## src/rtl/uart_pkg.sv

```systemverilog
// uart_pkg: shared types and frame constants
// for the UART transmitter.
package uart_pkg;

  typedef enum logic [1:0] {
    IDLE  = 2'd0,
    START = 2'd1,
    DATA  = 2'd2,
    STOP  = 2'd3
  } tx_state_t;

  localparam int DATA_BITS = 8;
  localparam int STOP_BITS = 1;

endpackage

```

## src/rtl/uart_tx_if.sv

```systemverilog
// uart_tx_if: valid/ready byte write port
// into the UART transmitter.
interface uart_tx_if;
  import uart_pkg::*;

  logic                 wr_valid;
  logic [DATA_BITS-1:0] wr_data;
  logic                 wr_ready;

  modport master (
    output wr_valid,
    output wr_data,
    input  wr_ready
  );

  modport slave (
    input  wr_valid,
    input  wr_data,
    output wr_ready
  );

endinterface

```

## src/rtl/uart_tx_fifo.sv

```systemverilog
// uart_tx_fifo: synchronous circular FIFO,
// pointers one bit wider than the address.
module uart_tx_fifo #(
  parameter int DEPTH = 8,
  parameter int WIDTH = 8
) (
  input  logic                   clk,
  input  logic                   resetn,
  input  logic                   push,
  input  logic [WIDTH-1:0]       wdata,
  input  logic                   pop,
  output logic [WIDTH-1:0]       rdata,
  output logic                   full,
  output logic                   empty,
  output logic [$clog2(DEPTH):0] count
);

  localparam int AW = $clog2(DEPTH);

  logic [AW:0]      wptr_q;
  logic [AW:0]      rptr_q;
  logic [WIDTH-1:0] mem_q [DEPTH];
  logic             do_push;
  logic             do_pop;

  assign full  = (wptr_q[AW] != rptr_q[AW]) &&
                 (wptr_q[AW-1:0] == rptr_q[AW-1:0]);
  assign empty = (wptr_q == rptr_q);
  assign count = wptr_q - rptr_q;
  assign rdata = mem_q[rptr_q[AW-1:0]];

  // A full FIFO refuses pushes even when popping.
  assign do_push = push && !full;
  assign do_pop  = pop && !empty;

  // Pointer update.
  always_ff @(posedge clk or negedge resetn) begin
    if (!resetn) begin
      wptr_q <= '0;
      rptr_q <= '0;
    end else begin
      if (do_push) wptr_q <= wptr_q + 1'b1;
      if (do_pop)  rptr_q <= rptr_q + 1'b1;
    end
  end

  // Storage write; contents need no reset.
  always_ff @(posedge clk) begin
    if (do_push) mem_q[wptr_q[AW-1:0]] <= wdata;
  end

endmodule

```

## src/rtl/uart_tx.sv

```systemverilog
// uart_tx: FIFO-fed 8N1 serialiser,
// LSB first, registered txd.
module uart_tx
  import uart_pkg::*;
#(
  parameter int CLKS_PER_BIT = 434,
  parameter int FIFO_DEPTH   = 8
) (
  input  logic                          clk,
  input  logic                          resetn,
  uart_tx_if.slave                      wr,
  output logic                          txd,
  output logic                          busy,
  output logic [$clog2(FIFO_DEPTH):0]   fifo_count
);

  localparam int CW = $clog2(CLKS_PER_BIT);
  localparam logic [CW-1:0] LAST =
    CW'(CLKS_PER_BIT - 1);
  localparam logic [2:0] DLAST = 3'(DATA_BITS - 1);
  localparam logic [2:0] SLAST = 3'(STOP_BITS - 1);

  tx_state_t            state_q, state_d;
  logic [CW-1:0]        baud_q, baud_d;
  logic [DATA_BITS-1:0] shift_q, shift_d;
  logic [2:0]           idx_q, idx_d;
  logic                 txd_q, txd_d;
  logic                 pop;
  logic                 full;
  logic                 empty;
  logic [DATA_BITS-1:0] rdata;
  logic                 baud_last;

  uart_tx_fifo #(
    .DEPTH (FIFO_DEPTH),
    .WIDTH (DATA_BITS)
  ) u_fifo (
    .clk    (clk),
    .resetn (resetn),
    .push   (wr.wr_valid),
    .wdata  (wr.wr_data),
    .pop    (pop),
    .rdata  (rdata),
    .full   (full),
    .empty  (empty),
    .count  (fifo_count)
  );

  assign wr.wr_ready = !full;
  assign baud_last   = (baud_q == LAST);
  assign busy        = (state_q != IDLE) || !empty;
  assign txd         = txd_q;

  // Next state, baud count, shift and pop.
  always_comb begin
    state_d = state_q;
    baud_d  = baud_last ? '0 : baud_q + CW'(1);
    shift_d = shift_q;
    idx_d   = idx_q;
    pop     = 1'b0;
    unique case (state_q)
      IDLE: begin
        baud_d = '0;
        if (!empty) begin
          pop     = 1'b1;
          shift_d = rdata;
          state_d = START;
        end
      end
      START: begin
        if (baud_last) begin
          state_d = DATA;
          idx_d   = '0;
        end
      end
      DATA: begin
        if (baud_last) begin
          shift_d = shift_q >> 1;
          if (idx_q == DLAST) begin
            state_d = STOP;
            idx_d   = '0;
          end else begin
            idx_d = idx_q + 3'd1;
          end
        end
      end
      STOP: begin
        if (baud_last) begin
          if (idx_q != SLAST) begin
            idx_d = idx_q + 3'd1;
          end else if (!empty) begin
            pop     = 1'b1;
            shift_d = rdata;
            state_d = START;
          end else begin
            state_d = IDLE;
          end
        end
      end
      default: state_d = IDLE;
    endcase
  end

  // Line level for the coming cycle.
  always_comb begin
    txd_d = 1'b1;
    unique case (1'b1)
      (state_d == START): txd_d = 1'b0;
      (state_d == DATA):  txd_d = shift_d[0];
      default:            txd_d = 1'b1;
    endcase
  end

  // State, counters and line flop.
  always_ff @(posedge clk or negedge resetn) begin
    if (!resetn) begin
      state_q <= IDLE;
      baud_q  <= '0;
      shift_q <= '0;
      idx_q   <= '0;
      txd_q   <= 1'b1;
    end else begin
      state_q <= state_d;
      baud_q  <= baud_d;
      shift_q <= shift_d;
      idx_q   <= idx_d;
      txd_q   <= txd_d;
    end
  end

endmodule

```

## src/flat_wrapper.sv

```systemverilog
// flat-port wrapper written by rule: the top's interface ports become plain ports
module uart_tx_flat import uart_pkg::*;
#(
  parameter int CLKS_PER_BIT = 434,
  parameter int FIFO_DEPTH   = 8
)
  (clk, resetn, txd, busy, fifo_count, wr_wr_valid, wr_wr_data, wr_wr_ready);
  uart_tx_if wr_i ();
  input  logic clk;
  input  logic resetn;
  output logic txd;
  output logic busy;
  output logic [$clog2(FIFO_DEPTH):0] fifo_count;
  input wire logic [$bits(wr_i.wr_valid)-1:0] wr_wr_valid;
  input wire logic [$bits(wr_i.wr_data)-1:0] wr_wr_data;
  output wire logic [$bits(wr_i.wr_ready)-1:0] wr_wr_ready;
  assign wr_i.wr_valid = wr_wr_valid;
  assign wr_i.wr_data = wr_wr_data;
  assign wr_wr_ready = wr_i.wr_ready;
  uart_tx #(.CLKS_PER_BIT(CLKS_PER_BIT), .FIFO_DEPTH(FIFO_DEPTH)) u_core (.clk(clk), .resetn(resetn), .wr(wr_i), .txd(txd), .busy(busy), .fifo_count(fifo_count));
endmodule
```

## config.mk

```make
export PLATFORM = sky130hd
export DESIGN_NAME = uart_tx_flat
export DESIGN_NICKNAME = d
export VERILOG_FILES = /design/src/rtl/uart_pkg.sv /design/src/rtl/uart_tx_if.sv /design/src/rtl/uart_tx_fifo.sv /design/src/rtl/uart_tx.sv /design/src/flat_wrapper.sv
export SDC_FILE = /design/constraint.sdc
export NUM_CORES = 1
export LEC_CHECK = 0
export CORE_MARGIN = 2
export CORE_UTILIZATION = 50
export CTS_CLUSTER_DIAMETER = 150
export DETAILED_ROUTE_END_ITERATION = 8
export PLACE_DENSITY_LB_ADDON = 0.05
export SETUP_SLACK_MARGIN = 0.15
export SKIP_CTS_REPAIR_TIMING = 1
export SLEW_MARGIN = 20
export SYNTH_ARGS = -nofsm -noshare
export SYNTH_HDL_FRONTEND = slang
export SYNTH_SLANG_ARGS = --single-unit
```

## constraint.sdc

```tcl
create_clock -name clk -period 6.4 [get_ports clk]
set_input_delay 1.28 -clock clk [delete_from_list [all_inputs] [get_ports clk]]
set_output_delay 1.28 -clock clk [all_outputs]
set_load 0.01 [all_outputs]
```

Word-level counts from Yosys, hierarchy flattened --
Memory sizes are Yosys's and may differ from the RTL's. Cells that the tools add are included. W data, S select, Z words.
Word-level totals: flip-flop bits (word level) 31, bits in latches 0, memory bits (writable) 64, bits in read-only memories 0, input port bits 11, output and inout port bits 7, logic and storage cells 70, memories kept 1
Operators by class: $add $sub $neg 5, $mul 0, divide/modulo/power cells 0, order comparisons 0, equal/unequal tests 15, shifts and indexed selects 0, muxes and demuxes 28, bitwise gates (word level) 0, reduce and logical (&&, ||, !) cells 13
Memories:
- u_core.u_fifo.mem_q | depth 8, width 8, read ports 1, clocked after Yosys merged registers in 0, wr ports 1, RTL line uart_tx_fifo.sv:22 | logic [WIDTH-1:0] mem_q [DEPTH];
Operators by type and width (number):
- $mux W8 | 4
- $pmux W8 S3 | 1
- $mux W9 | 2
- $mux W3 | 5
- $mux W2 | 6
- $add A9 B1 Y9 const B | 1
- $eq A9 B9 Y1 const B | 1
- $pmux W3 S3 | 1
- $reduce_bool A3 Y1 | 3
- $add A4 B1 Y4 const B | 2
- $ne A2 B1 Y1 const B | 4
- $pmux W2 S4 | 1
- $eq A2 B2 Y1 const B | 3
- $mux W1 | 6
- $reduce_and A5 Y1 | 1
- $eq A2 B1 Y1 const B | 2
- $eq A4 B4 Y1 | 1
- $pmux W1 S2 | 2
- $reduce_and A4 Y1 | 1
- $sub A4 B4 Y4 | 1
- $add A3 B1 Y3 const B | 1
- $eq A3 B3 Y1 | 1
- $eq A3 B3 Y1 const B | 1
- $logic_and A1 B1 Y1 | 3
- 6 further kinds | 7

Longest topological paths before layout --
word-level depth 7, gate-level depth with buffers 10, gate-level depth less buffers 8

Hierarchy --
From an unflattened synthesis, not the netlist that was laid out.
Second synthesis, totals: cell total of the unflattened synthesis 330, area total of the unflattened synthesis 4490.6 µm²
Modules (own cells, without submodules):
- uart_tx_fifo | instances 1, cells an instance 167, area an instance 2992.9 µm², sequential area each 2122.0 µm²
- uart_tx | instances 1, cells an instance 163, area an instance 1497.7 µm², sequential area each 576.8 µm²

Worst setup path after synthesis --
OpenSTA, ideal clock, no wires.
path type register to output, from reg u_core.u_fifo.rptr_q[1], to out busy, arrival 1.956 ns, data required time 5.120 ns, slack 3.164 ns, stages on the path, launching flop included 8, path buffers 2, cells stage by stage dfrtp_1 -> buf_2 -> buf_1 -> inv_1 -> ha_1 -> nand3_1 -> nor2_1 -> nand2_1
On the way: word-level cells in the longest chain between the ends 3
Ends and longest elaborated chain:
- start: declaration | RTL line uart_tx_fifo.sv:21 | logic [AW:0] rptr_q;
- start signal: assignment | RTL line uart_tx_fifo.sv:43 | if (do_pop) rptr_q <= rptr_q + 1'b1;
- $eq A4 B4 Y1 | RTL line uart_tx_fifo.sv:28 | assign empty = (wptr_q == rptr_q);
- $logic_not A1 Y1 | RTL line uart_tx.sv:51 | assign busy = (state_q != IDLE) || !empty;
- $logic_or A1 B1 Y1 | RTL line uart_tx.sv:51
- end: declaration | RTL line flat_wrapper.sv:12 | output logic busy;
Every way passes these cells.

Worst setup path after layout --
Ends and elaborated chain as after synthesis.

==> results.yml <==
finish:
  area_delta_synth_final_pct: 10.4
  nNetsFinal: 353
  drive_above_1_share: 0.161
  instances_no_fill: 438
  final_common_cell: "edfxtp_1"
  diodes: 0
  mostFrequentLayoutCells: "64 x edfxtp_1, 31 x nand2_1, 30 x dfrtp_1, 20 x nor2_1, 17 x clkdlybuf4s50_1"
  nFillCells: 710
synthesis:
  synthArstFlopShare: 0.326
  ys_seq_area_frac: 0.620
  syn-instance-count: 304
  netlist_area_sq_um: 4360
  syn-num-nets: 332
  synth_cell_type_count: 53
  ys_seq_elements: 95
  syn_avg_cell_area_sq_um: 14.3
  synth_warnings: 0
  synth_edf_count: 64
  synth_flop_cell: "edfxtp_1"
clock_network:
  clock_path_buffers: 2
  numCtsBuffers: 9
  cts_tree: "done"
  root_buffer: "clkbuf_8"
  clock_latency_ns: 0.36
  htreeDepth: 3
  clkSinkCount: 95
  clkTransAtPathRegs_ns: 0.09
hold_path:
  worst_hold_path_type: "reg2reg"
  min_from: "u_core.shift_q[7]"
global_routing:
  grt_pass1_wl_microns: 13100
  grt_pass1_vias: 2525
  grtUsageTotal: 0.181
  grt_overflow: 0
  antenna_found_initial: 0
  grt_max_degree: 32
routing:
  route.detailed.drc: 0
  viasPerCell: 5.66
  drt_iter0_drc: 119
  wl_per_cell_microns: 18.2
  drtAntennaViolNets: 0
  num_vias: 2479
  wl_microns: 7980
  dr.pass1.iters: 4
sta:
  skew_ns: 0.0153
  max_freq_mhz: 230
  grt_setup_unrepaired: "false"
  drv_slew: 0
  finalSetupViolCount: 0
  fin_crit_ns: 4.35
  relSlewSlack: 0.260
  finalCritPeriodShare: 0.680
  worstMarginPinSlew_ns: 1.11
  finalWorstSetupSlack_ns: 2.05
  setup_tns_ns: 0
  hold_viol_final: 0
  whs_ns: 0.480
floorplan:
  die_w_microns: 97.3
  dieArea_sq_um: 9470
  initial_core_util: 0.507
  dieHeight_microns: 97.3
  num_rows: 34
  core_sq_um: 8590
  io_pins: 18
worst_setup_path:
  crit_path_start_kind: "flip-flop"
  path_max_fanout: 20
  regToRegStartpoint: "u_core.u_fifo.rptr_q[1]"
  endpoint_kind: "primary output"
  crit_slowest_cell: "dfrtp_1"
  slowest_delay_ns: 0.92
  path_cells: "inv_1 > ha_1 > nand3_1 > nor2_1 > nand2_1 > clkdlybuf4s50_1"
  required_ns: 5.12
  r2r_slack_ns: 3.21
  cp.arrival_ns: 3.07
  crit_start: "u_core.u_fifo.rptr_q[1]"
  crit_type: "reg2out"
placed_design:
  hpwl_microns: 5350
  dpl_worst_slack_ns: 2.36
  gp_congestion: 0.738
  post-place-cells: 422
  io_buffers: 17
run_status:
  status: "finished clean"
power_and_ir_drop:
  p_leak_nw: 1.76
  peakVddDrop_v: 0.000189
  powerDensity_nw_per_um2: 424
flow_run:
  drv_cap: 0
-- state kept, by name, indices dropped and copies added, names as in the netlist --
name	flops
u_core.state_q	2
u_core.u_fifo.wptr_q	4
u_core.u_fifo.mem_q	64
u_core.u_fifo.rptr_q	4
u_core.txd	1
u_core.idx_q	3
u_core.baud_q	9
u_core.shift_q	8
-- kinds of logic (layout without fill, tap and decap cells) --
family / after synthesis / after routing / share of synthesized area
xor gates and xnor gates: 14 / 14 / 0.0282
and+or+nand+nor: 85 / 85 / 0.0988
AOI/OAI and AO/OA: 47 / 47 / 0.0824
buffers and inverters: 26 / 52 / 0.0281
DFF: 95 / 95 / 0.620
adders and majority gates: 17 / 17 / 0.0506
muxes: 20 / 20 / 0.0922
-- Yosys cell counts (4+ instances only) --
library cell	n	area, sq um
mux4_2	16	360
xnor2_1	7	61.3
xor2_1	7	61.3
o21ai_0	10	50.1
a31oi_1	5	31.3
a21oi_1	9	45.0
ha_1	16	200
edfxtp_1	64	1920
o32a_1	4	40.0
inv_1	15	56.3
o21a_1	4	30.0
dfrtp_1	30	751
nor2_1	20	75.1
and3_2	4	30.0
nand3_1	10	50.1
nand2_1	31	116
-- where the power goes --
group | internal [W] | switching (W) | leakage, nW
combinational | 0.000381 | 0.000411 | 0.696
sequential | 0.000789 | 0.0000920 | 0.977
clock | 0.000148 | 0.000219 | 0.0830
total | 0.00132 | 0.000721 | 1.76
-- worst max-delay path, delay by kind of cell, from the launching register on --
| family | cells | cell delay [ns] |
|---|---|---|
| adder cells (fa/ha/maj) | 1 | 0.34 |
| AND/OR/NAND/NOR | 3 | 0.80 |
| flip-flops | 1 | 0.92 |
| buffers and inverters | 2 | 0.65 |
-- final cells by class --
type                       count  area [sq um]  area share
inverter                      16          60.1      0.0125
sequential                    95          2700       0.561
clock inverter                 6          53.8      0.0112
tap                          108           135      0.0281
clock buffer                  10           128      0.0265
timing repair buffer          20           193      0.0401
multi-input combinational    183          1540       0.320
-- metrics by stage --
| stage | cell area, sq um | total power [W] | util |
|---|---|---|---|
| 2_1_floorplan | 4360 | 0.00144 | - |
| 4_1_cts | 4810 | 0.00208 | 0.559 |
| 5_1_grt | 4810 | 0.00219 | 0.559 |
| 3_5_place_dp | 4630 | 0.00170 | 0.538 |
| 3_3_place_gp | 4630 | 0.00170 | 0.538 |
| 6_report | 4810 | 0.00204 | 0.559 |
-- layer usage --
layer / wire [microns] / vias up / track usage
met4: 123 / 0 / 0.0577
met2: 4080 / 41 / 0.310
met5: 0 / - / 0
met3: 206 / 15 / 0.0374
li1: - / 1172 / -
met1: 3570 / 1251 / 0.234
-- path summary, 6_finish.rpt --
path	depth (start not counted)	end
max	6	busy
min	2	u_core.shift_q[7]
max reg2reg	6	u_core.u_fifo.mem_q[7][2]
min reg2reg	2	u_core.shift_q[7]
max in group asynchronous	2	u_core.txd
min in group asynchronous	2	u_core.baud_q[4]
Note: power is estimated with default switching activity, not from simulation.
